**src/rtl/ahblite_keypad_scanner.sv**
```systemverilog
// AHB-Lite 4x4 keypad scanner: row drive, column sync/debounce, single-key capture with OVF/IRQ.
// Optional auto-repeat of a held key is built when KEYPAD_AUTOREPEAT_EN is defined.
module ahblite_keypad_scanner #(
    parameter int unsigned SCAN_DIV      = 1000,
    parameter int unsigned DEBOUNCE_CNT  = 4,
    parameter int unsigned REPEAT_FRAMES = 64
) (
    input  logic        HCLK,
    input  logic        HRESETn,
    input  logic        HSEL,
    input  logic [31:0] HADDR,
    input  logic [1:0]  HTRANS,
    input  logic [2:0]  HSIZE,
    input  logic [3:0]  HPROT,
    input  logic        HWRITE,
    input  logic [31:0] HWDATA,
    input  logic        HREADY,
    output logic        HREADYOUT,
    output logic [31:0] HRDATA,
    output logic        HRESP,
    output logic [3:0]  Row,
    input  logic [3:0]  Col,
    output logic        IRQ
);
    localparam int unsigned DW = $clog2(SCAN_DIV);
    localparam int unsigned CW = $clog2(DEBOUNCE_CNT + 1);

    typedef enum logic {IDLE, SCAN} state_t;

    state_t      state_q, state_d;
    logic [1:0]  addr_q;
    logic        wr_q, rd_q;
    logic        en_q, en_d, ie_q, ie_d;
    logic [3:0]  col_meta_q, col_sync_q;
    logic [1:0]  row_idx_q, row_idx_d;
    logic [DW-1:0] dwell_q, dwell_d;
    logic [15:0] frame_q, frame_d, frame_full;
    logic [15:0] prev_q, prev_d, stable_q, stable_d;
    logic [CW-1:0] cnt_q, cnt_d;
    logic [3:0]  code_q, code_d, enc;
    logic        valid_q, valid_d, ovf_q, ovf_d, irq_q;
    logic        frame_end, single, press_evt, evt;
    logic        addr_ph, ctrl_wr, stat_wr, key_rd, held;

    logic unused_ok;
    assign unused_ok = &{1'b0, HSIZE, HPROT, HADDR[31:4], HADDR[1:0], HTRANS[0], HWDATA[31:2]};

    assign HREADYOUT = 1'b1;
    assign HRESP     = 1'b0;
    assign IRQ       = irq_q;

    assign addr_ph = HSEL & HTRANS[1] & HREADY;
    assign ctrl_wr = wr_q && (addr_q == 2'd0);
    assign stat_wr = wr_q && (addr_q == 2'd1);
    assign key_rd  = rd_q && (addr_q == 2'd2);
    assign en_d    = ctrl_wr ? HWDATA[0] : en_q;
    assign ie_d    = ctrl_wr ? HWDATA[1] : ie_q;
    assign held    = (stable_q != '0);

    always_comb begin
        Row = 4'hF;
        if (state_q == SCAN) Row = ~(4'b0001 << row_idx_q);
    end

    // en_d is used so a write clearing EN parks the scanner at the same edge it lands.
    always_comb begin
        state_d    = state_q;
        row_idx_d  = row_idx_q;
        dwell_d    = dwell_q;
        frame_d    = frame_q;
        prev_d     = prev_q;
        cnt_d      = cnt_q;
        stable_d   = stable_q;
        frame_full = frame_q;
        frame_end  = 1'b0;
        case (state_q)
            IDLE: if (en_d) state_d = SCAN;
            SCAN: begin
                if (!en_d) begin
                    state_d   = IDLE;
                    row_idx_d = '0;
                    dwell_d   = '0;
                    frame_d   = '0;
                    prev_d    = '0;
                    cnt_d     = '0;
                    stable_d  = '0;
                end else if (dwell_q == DW'(SCAN_DIV - 1)) begin
                    dwell_d = '0;
                    frame_full[{row_idx_q, 2'b00} +: 4] = ~col_sync_q;
                    frame_d   = frame_full;
                    row_idx_d = row_idx_q + 2'd1;
                    if (row_idx_q == 2'd3) begin
                        frame_end = 1'b1;
                        if (frame_full != prev_q)            cnt_d = CW'(1);
                        else if (cnt_q != CW'(DEBOUNCE_CNT)) cnt_d = cnt_q + CW'(1);
                        prev_d = frame_full;
                        if (cnt_d == CW'(DEBOUNCE_CNT)) stable_d = frame_full;
                    end
                end else begin
                    dwell_d = dwell_q + DW'(1);
                end
            end
            default: state_d = IDLE;
        endcase
    end

    // Events only fire on a zero -> one-hot transition, which also blocks ghosted maps.
    assign single    = (stable_d != '0) && ((stable_d & (stable_d - 16'd1)) == '0);
    assign press_evt = (stable_q == '0) && single;

    always_comb begin
        enc = '0;
        for (int unsigned i = 0; i < 16; i++)
            if (stable_d[i]) enc = 4'(i);
    end

`ifdef KEYPAD_AUTOREPEAT_EN
    localparam int unsigned RW = $clog2(REPEAT_FRAMES + 1);
    logic [RW-1:0] rep_q, rep_d;
    logic          rep_evt;

    always_comb begin
        rep_d   = rep_q;
        rep_evt = 1'b0;
        if (!en_d || (stable_d != stable_q)) begin
            rep_d = '0;
        end else if (frame_end && single && (cnt_d == CW'(DEBOUNCE_CNT))) begin
            if (rep_q == RW'(REPEAT_FRAMES - 1)) begin
                rep_d   = '0;
                rep_evt = 1'b1;
            end else begin
                rep_d = rep_q + RW'(1);
            end
        end
    end

    always_ff @(posedge HCLK or negedge HRESETn)
        if (!HRESETn) rep_q <= '0;
        else          rep_q <= rep_d;

    assign evt = press_evt | rep_evt;
`else
    assign evt = press_evt;
`endif

    always_comb begin
        code_d  = code_q;
        valid_d = valid_q;
        ovf_d   = ovf_q;
        if (stat_wr && HWDATA[1]) ovf_d = 1'b0;
        if (key_rd) valid_d = 1'b0;
        if (evt) begin
            if (!valid_q || key_rd) begin
                code_d  = enc;
                valid_d = 1'b1;
            end else begin
                ovf_d = 1'b1;
            end
        end
    end

    always_comb begin
        HRDATA = '0;
        case (addr_q)
            2'd0: HRDATA = {30'b0, ie_q, en_q};
            2'd1: HRDATA = {29'b0, held, ovf_q, valid_q};
            2'd2: HRDATA = {27'b0, valid_q, code_q};
            2'd3: HRDATA = {24'b0, Row, col_sync_q};
            default: HRDATA = '0;
        endcase
    end

    always_ff @(posedge HCLK or negedge HRESETn) begin
        if (!HRESETn) begin
            state_q    <= IDLE;
            addr_q     <= '0;
            wr_q       <= 1'b0;
            rd_q       <= 1'b0;
            en_q       <= 1'b0;
            ie_q       <= 1'b0;
            col_meta_q <= '0;
            col_sync_q <= '0;
            row_idx_q  <= '0;
            dwell_q    <= '0;
            frame_q    <= '0;
            prev_q     <= '0;
            cnt_q      <= '0;
            stable_q   <= '0;
            code_q     <= '0;
            valid_q    <= 1'b0;
            ovf_q      <= 1'b0;
            irq_q      <= 1'b0;
        end else begin
            state_q    <= state_d;
            if (addr_ph) addr_q <= HADDR[3:2];
            wr_q       <= addr_ph & HWRITE;
            rd_q       <= addr_ph & ~HWRITE;
            en_q       <= en_d;
            ie_q       <= ie_d;
            col_meta_q <= Col;
            col_sync_q <= col_meta_q;
            row_idx_q  <= row_idx_d;
            dwell_q    <= dwell_d;
            frame_q    <= frame_d;
            prev_q     <= prev_d;
            cnt_q      <= cnt_d;
            stable_q   <= stable_d;
            code_q     <= code_d;
            valid_q    <= valid_d;
            ovf_q      <= ovf_d;
            irq_q      <= ie_d & (valid_d | ovf_d);
        end
    end
endmodule

```
**config.mk**
```make
export PLATFORM = sky130hd
export DESIGN_NAME = ahblite_keypad_scanner
export DESIGN_NICKNAME = d
export VERILOG_FILES = /design/src/rtl/ahblite_keypad_scanner.sv
export SDC_FILE = /design/constraint.sdc
export NUM_CORES = 1
export LEC_CHECK = 0
export BUFFER_PORTS_ARGS = -buffer_cell sky130_fd_sc_hd__clkbuf_2
export CORE_ASPECT_RATIO = 1.2
export CORE_MARGIN = 2
export CORE_UTILIZATION = 47
export DETAILED_ROUTE_END_ITERATION = 16
export PLACE_DENSITY = 0.77
export SLEW_MARGIN = 10
export SYNTH_ARGS = -nofsm -noshare
export SYNTH_HDL_FRONTEND = slang
export SYNTH_SLANG_ARGS = --single-unit
```
**constraint.sdc**
```tcl
create_clock -name HCLK -period 4.7 [get_ports HCLK]
set_input_delay 0.47 -clock HCLK [delete_from_list [all_inputs] [get_ports HCLK]]
set_output_delay 0.47 -clock HCLK [all_outputs]
set_load 0.03 [all_outputs]
```
After elaboration in Yosys (flattened, before gate mapping):

Cells that the tools add are included.

* register bits after elaboration: 85
* word-level logic and storage cells: 112
* output and inout port bits: 39
* input port bits: 82

* equality and inequality tests: 10
* reductions and logical operators: 16
* bitwise logic cells: 10
* shift-type cells: 3
* muxes and demuxes: 50
* add/subtract/negate cells: 5

Operator list (count)
* 2-to-1 mux 16 bit: 10
* case mux 32 bit (4 select lines): 1
* 2-to-1 mux 4 bit: 15
* zero test 16 bit: 2
* nonzero test 16 bit: 2
* 2-to-1 mux 3 bit: 9
* 2-to-1 mux 10 bit: 2
* AND 16 bit: 1
* bitwise mux 16 bit: 1
* != test 16 bit: 1
* variable shift 4 x 6 -> 16 bit (first input constant): 1
* variable part select 4 x 6 -> 16 bit: 1
* subtractor 16 x 1 -> 16 bit (second input constant): 1
* adder 10 x 1 -> 10 bit (second input constant): 1
* equality test 10 bit (second input constant): 1
* 2-to-1 mux 1 bit: 10
* inverter 4 bit: 2
* equality test 2 bit (second input constant): 3
* logical AND 1 bit: 6
* negation 4 -> 6 bit: 1
* AND 1 bit: 5
* 2-to-1 mux 2 bit: 2
* != test 2 x 1 -> 1 bit (second input constant): 2
* AND reduction 2 bit: 2
* other kinds (12): 12

Longest topological paths before layout:

* depth in word-level cells: 30
* depth in mapped cells: 21
* depth with buffers taken out: 15

Worst setup path before layout:

OpenSTA, ideal clock, no wires.

* path kind: register -> register
* start: register row_idx_q[0]
* end: register code_q[0]
* path buffers: 3
* setup slack: 0.352 ns
* arrival: 4.223 ns
* setup time: 0.125 ns
* period minus slack after synthesis: 4.348 ns
* data required time: 4.575 ns
* stages on the path, launching flop included: 18
* cell sequence: dfrtp_1 inv_1 ha_1 buf_2 nor4b_1 a21oi_2 xnor2_1 a2111oi_0 nand4bb_1 buf_2 o31a_1 buf_6 a22oi_2 o311ai_1 a32o_1 nand3b_4 nor4b_4 mux2_2

* word-level cells in the longest chain between the ends: 30
* elaborated cells on any way between the ends: 39
* classes of those cells: add/sub (2); eq/ne (3); shift (2); mux (26); bitwise (1); reduce/logical (5)

Ends and longest elaborated chain
* from (decl): RTL line 35 `logic [1:0] row_idx_q, row_idx_d;`
* from (signal assigned): RTL line 202 `row_idx_q <= row_idx_d;`
* negation 4 -> 6 bit: RTL line 89 `frame_full[{row_idx_q, 2'b00} +: 4] = ~col_sync_q;`
* variable part select 4 x 6 -> 16 bit / variable shift 4 x 6 -> 16 bit (equally long branches): RTL line 89
* bitwise mux 16 bit: RTL line 89
* != test 16 bit: RTL line 94 `if (frame_full != prev_q) cnt_d = CW'(1);`
* 2-to-1 mux 3 bit: RTL line 94
* 2-to-1 mux 3 bit: RTL line 92 `if (row_idx_q == 2'd3) begin`
* 2-to-1 mux 3 bit: RTL line 87 `end else if (dwell_q == DW'(SCAN_DIV - 1)) begin`
* 2-to-1 mux 3 bit: RTL line 79 `if (!en_d) begin`
* 2-to-1 mux 3 bit: RTL line 76 `case (state_q)`
* equality test 3 bit: RTL line 97 `if (cnt_d == CW'(DEBOUNCE_CNT)) stable_d = frame_full;`
* 2-to-1 mux 16 bit: RTL line 97
* 2-to-1 mux 16 bit *: RTL line 92
* 2-to-1 mux 16 bit *: RTL line 87
* 2-to-1 mux 16 bit *: RTL line 79
* 2-to-1 mux 16 bit *: RTL line 76
* 2-to-1 mux 1 bit: RTL line 114 `if (stable_d[i]) enc = 4'(i);`
* 2-to-1 mux 4 bit (14 in a row): RTL line 114
* to (signal assigned): RTL line 208 `code_q <= code_d;`
* to (decl): RTL line 40 `logic [3:0] code_q, code_d, enc;`

Every way passes the cells marked *; elsewhere a longest branch is shown, timed or not. The select of a mux whose other input is x is not followed.
A chain may end at the register's enable or synchronous reset.

Worst setup path after layout:

Ends and elaborated chain as after synthesis.

==> impl_results.md <==
* Max rail drop VDD at 0.3153 mV
* Hold EP: col_meta_q[2]$_DFF_PN0_
* Core area at 10,930 um2
* Initial core utilization at 47.66%
* Share of cells above drive strength 1 at 19.28%
* Total track usage at 24.13%
* Reg2reg setup slack at 0.15 ns
* H-tree depth at 3
* Post-layout util at 54.73%
* Hold_ws at 0.2329 ns
* Overall power at 1.850 mW
* Worst Setup End Kind: flip-flop
* Pin count of the biggest net entering global routing at 85
* Antenna diodes at 0
* # port buffers at 26
* Final hold violations at 0
* Max Slew Vio Count at 0
* Cts hold-fix bufs at 0
* HP Class: in2reg
* Slew @ Worst Pin at 1.063 ns
* Inst Count DP at 753
* WS Path Type: reg2reg
* CTS max path bufs at 2
* Post-placement worst setup slack at -0.04289 ns
* Initial DRC Count at 417
* Post-synthesis sequential area ratio at 40.35%
* Reg2reg start: row_idx_q[0]$_DFFE_PN0P_
* Final ANT Viol Nets at 0
* Max cap viols at 0
* Worst-path clk slew at 0.07 ns
* Yosys warning total at 0
* Worst skew pair latency at 0.34 ns
* Post-DP HPWL at 10,230 um
* Synth Flop Type: dfrtp_1
* Crit Path Max Fanout at 28
* CTS tree: done
* Maximum clock rate at 0.2200 GHz
* Final Skew at 0.009691 ns
* Worst setup margin at 0.1538 ns
* Slew margin rel. at 29.10%
* Async S/R FF share, synth at 100.0%
* Critical path launch point type: flip-flop
* Cell area after synthesis at 5210 um2
* Post-synthesis area per instance at 8.967 um2
* Total grt overflow at 0
* Vias per inst at 5.896
* GPL Wtd Cong at 0.9579
* Period utilisation layout at 96.73%
* Root Buffer: clkbuf_16
* Cts bufs inserted at 9
* Routed wire length at 13,980 um
* CTS Sinks at 84
* Area contributors post-synth: dfrtp_1, nand2_1, o21ai_0, buf_4, nand2b_1
* Hold Startpoint: Col[2]
* Synth top area share at 40.35%
* RR Endpoint: code_q[0]$_DFFE_PN0P_
* Top Ports at 121
* Worst reg2reg path depth at 16
* Hold path cells at 1
* Post-synth EDFFs at 0
* Cell with the most instances after synthesis: dfrtp_1
* Yosys top cell by area: dfrtp_1
* Setup TNS at 0 ns
* Total vias in the final route at 4,540
* Initial antenna violation count at 0
* Power density cells at 309.3 nW/um2
* Yosys reg bits at 84
* Cells after Synth at 581
* Fill cells at 1,001
* Std cell rows at 42
* CP required at 4.93 ns
* Die Wd at 100.1 um
* First-pass GRT wire length at 22,580 um
* P&R area growth vs syn at 14.82%
* Fin nets at 723
* Crit path time final at 4.546 ns
* Routed len/inst at 18.16 um
* Drt pass-1 iters at 5
* Final number of setup-violating endpoints at 0
* Most common library cells after synthesis: dfrtp_1, nand2_1, o21ai_0, nor2_1, buf_4
* Die ar. at 11,950 um2
* Worst EP arrival at 4.77 ns
* Placed instance area at 5602 um2
* Vias in the first global route at 4,447
* Post-synth cell types at 82
* DRC Markers at 0
* Leak at 2.805 nW
* Finished Layout Cells at 770
* Post-route cell area at 5982 um2
* Run status: finished clean
* Die height at 119.3 um
## worst max-delay path by stage
| stage | startpoint | to | slack (ns) | cells after the start |
|---|---|---|---|---|
| floorplan | row_idx_q[0]$_DFFE_PN0P_ | code_q[0]$_DFFE_PN0P_ | 0.35 | 17 |
| global placement | row_idx_q[0]$_DFFE_PN0P_ | code_q[0]$_DFFE_PN0P_ | 0.04 | 16 |
| detailed placement | row_idx_q[0]$_DFFE_PN0P_ | code_q[0]$_DFFE_PN0P_ | -0.04 | 16 |
| CTS | row_idx_q[0]$_DFFE_PN0P_ | code_q[0]$_DFFE_PN0P_ | 0.004 | 15 |
| global route | row_idx_q[0]$_DFFE_PN0P_ | code_q[0]$_DFFE_PN0P_ | -0.006 | 17 |
| finish | row_idx_q[0]$_DFFE_PN0P_ | code_q[0]$_DFFE_PN0P_ | 0.15 | 16 |
## sequential cells by signal (all words and copies together) (netlist names)
register / cells
cnt_q: 3
row_idx_q: 2
ovf_q: 1
col_meta_q: 4
valid_q: 1
stable_q: 16
code_q: 4
prev_q: 16
ie_q: 1
dwell_q: 10
frame_q: 16
col_sync_q: 4
wr_q: 1
addr_q: 2
rd_q: 1
en_q: 1
IRQ: 1
## repair_timing
item	4_1_cts	5_1_grt
pin swaps	1	1
endpoints found under the setup margin	4	4
setup buffers	0	1
gates cloned	0	0
hold endpoints to repair	0	0
resized for setup	2	7
## area by class of cell
cell class                 count  area, um2  area share, %
inverter                      26      97.59          1.631
tap                          132      165.2          2.761
clock buffer                   9      225.2          3.765
sequential                    84       2102          35.14
clock inverter                 7      91.34          1.527
timing repair buffer          69      467.9          7.823
multi-input combinational    443       2833          47.35
## layout by cell type, fill, tap and decap left out, types with 5 or more instances in the layout
cell type,synthesis,final
a21oi_1,19,19
a22oi_1,5,5
buf_4,26,43
clkbuf_16,0,9
clkbuf_2,0,25
conb_1,2,26
dfrtp_1,84,84
ha_1,8,8
inv_1,23,23
mux2_2,5,5
mux2i_1,6,6
nand2_1,81,81
nand2b_1,23,23
nand3_1,10,10
nand4_1,8,8
nor2_1,33,33
nor2b_1,7,7
nor3_1,9,9
nor4_1,8,6
o21ai_0,59,59
o21ai_1,5,5
o22ai_1,7,7
or3_1,5,5
or4_1,5,5
xnor2_1,8,8
## metal layers
| metal | GRT usage, % | vias to the layer above | part of all wire (%) |
|---|---|---|---|
| li1 | - | 2134 | - |
| met1 | 30.24 | 2212 | 40 |
| met2 | 40.41 | 158 | 50 |
| met3 | 4.343 | 36 | 5.5 |
| met4 | 10.87 | 0 | 4.0 |
| met5 | 0 | - | 0 |
## where the power goes
part	switching, mW	leakage (nW)	internal, mW	total [mW]
clock	0.326	0.154	0.429	0.755
sequential	0.0514	1.14	0.752	0.804
combinational	0.205	1.52	0.0862	0.292
total	0.583	2.81	1.27	1.85
## logic make-up after synthesis
group / Yosys count / share of synthesized area (%)
compound gates: 162 / 21.37
xor+xnor: 12 / 2.017
fa+ha+maj: 9 / 2.113
buf+inv: 78 / 8.213
flops: 84 / 40.35
mux: 15 / 3.530
other cells: 2 / 0.1441
simple gates: 219 / 22.26
## critical path, cell delays in order, from the launching register on
cell	delay, ns
dfrtp_1	0.37
inv_1	0.08
buf_4	0.16
ha_1	0.20
nand2b_1	0.18
and3_1	0.19
a211o_1	0.21
or4_1	0.59
nand4bb_4	0.25
o31a_1	0.36
buf_12	0.17
a22oi_2	0.24
o311ai_1	0.16
a32o_1	0.31
nand3b_4	0.18
nor4b_4	0.38
mux2_2	0.37
(Power assumes the default switching activity.)
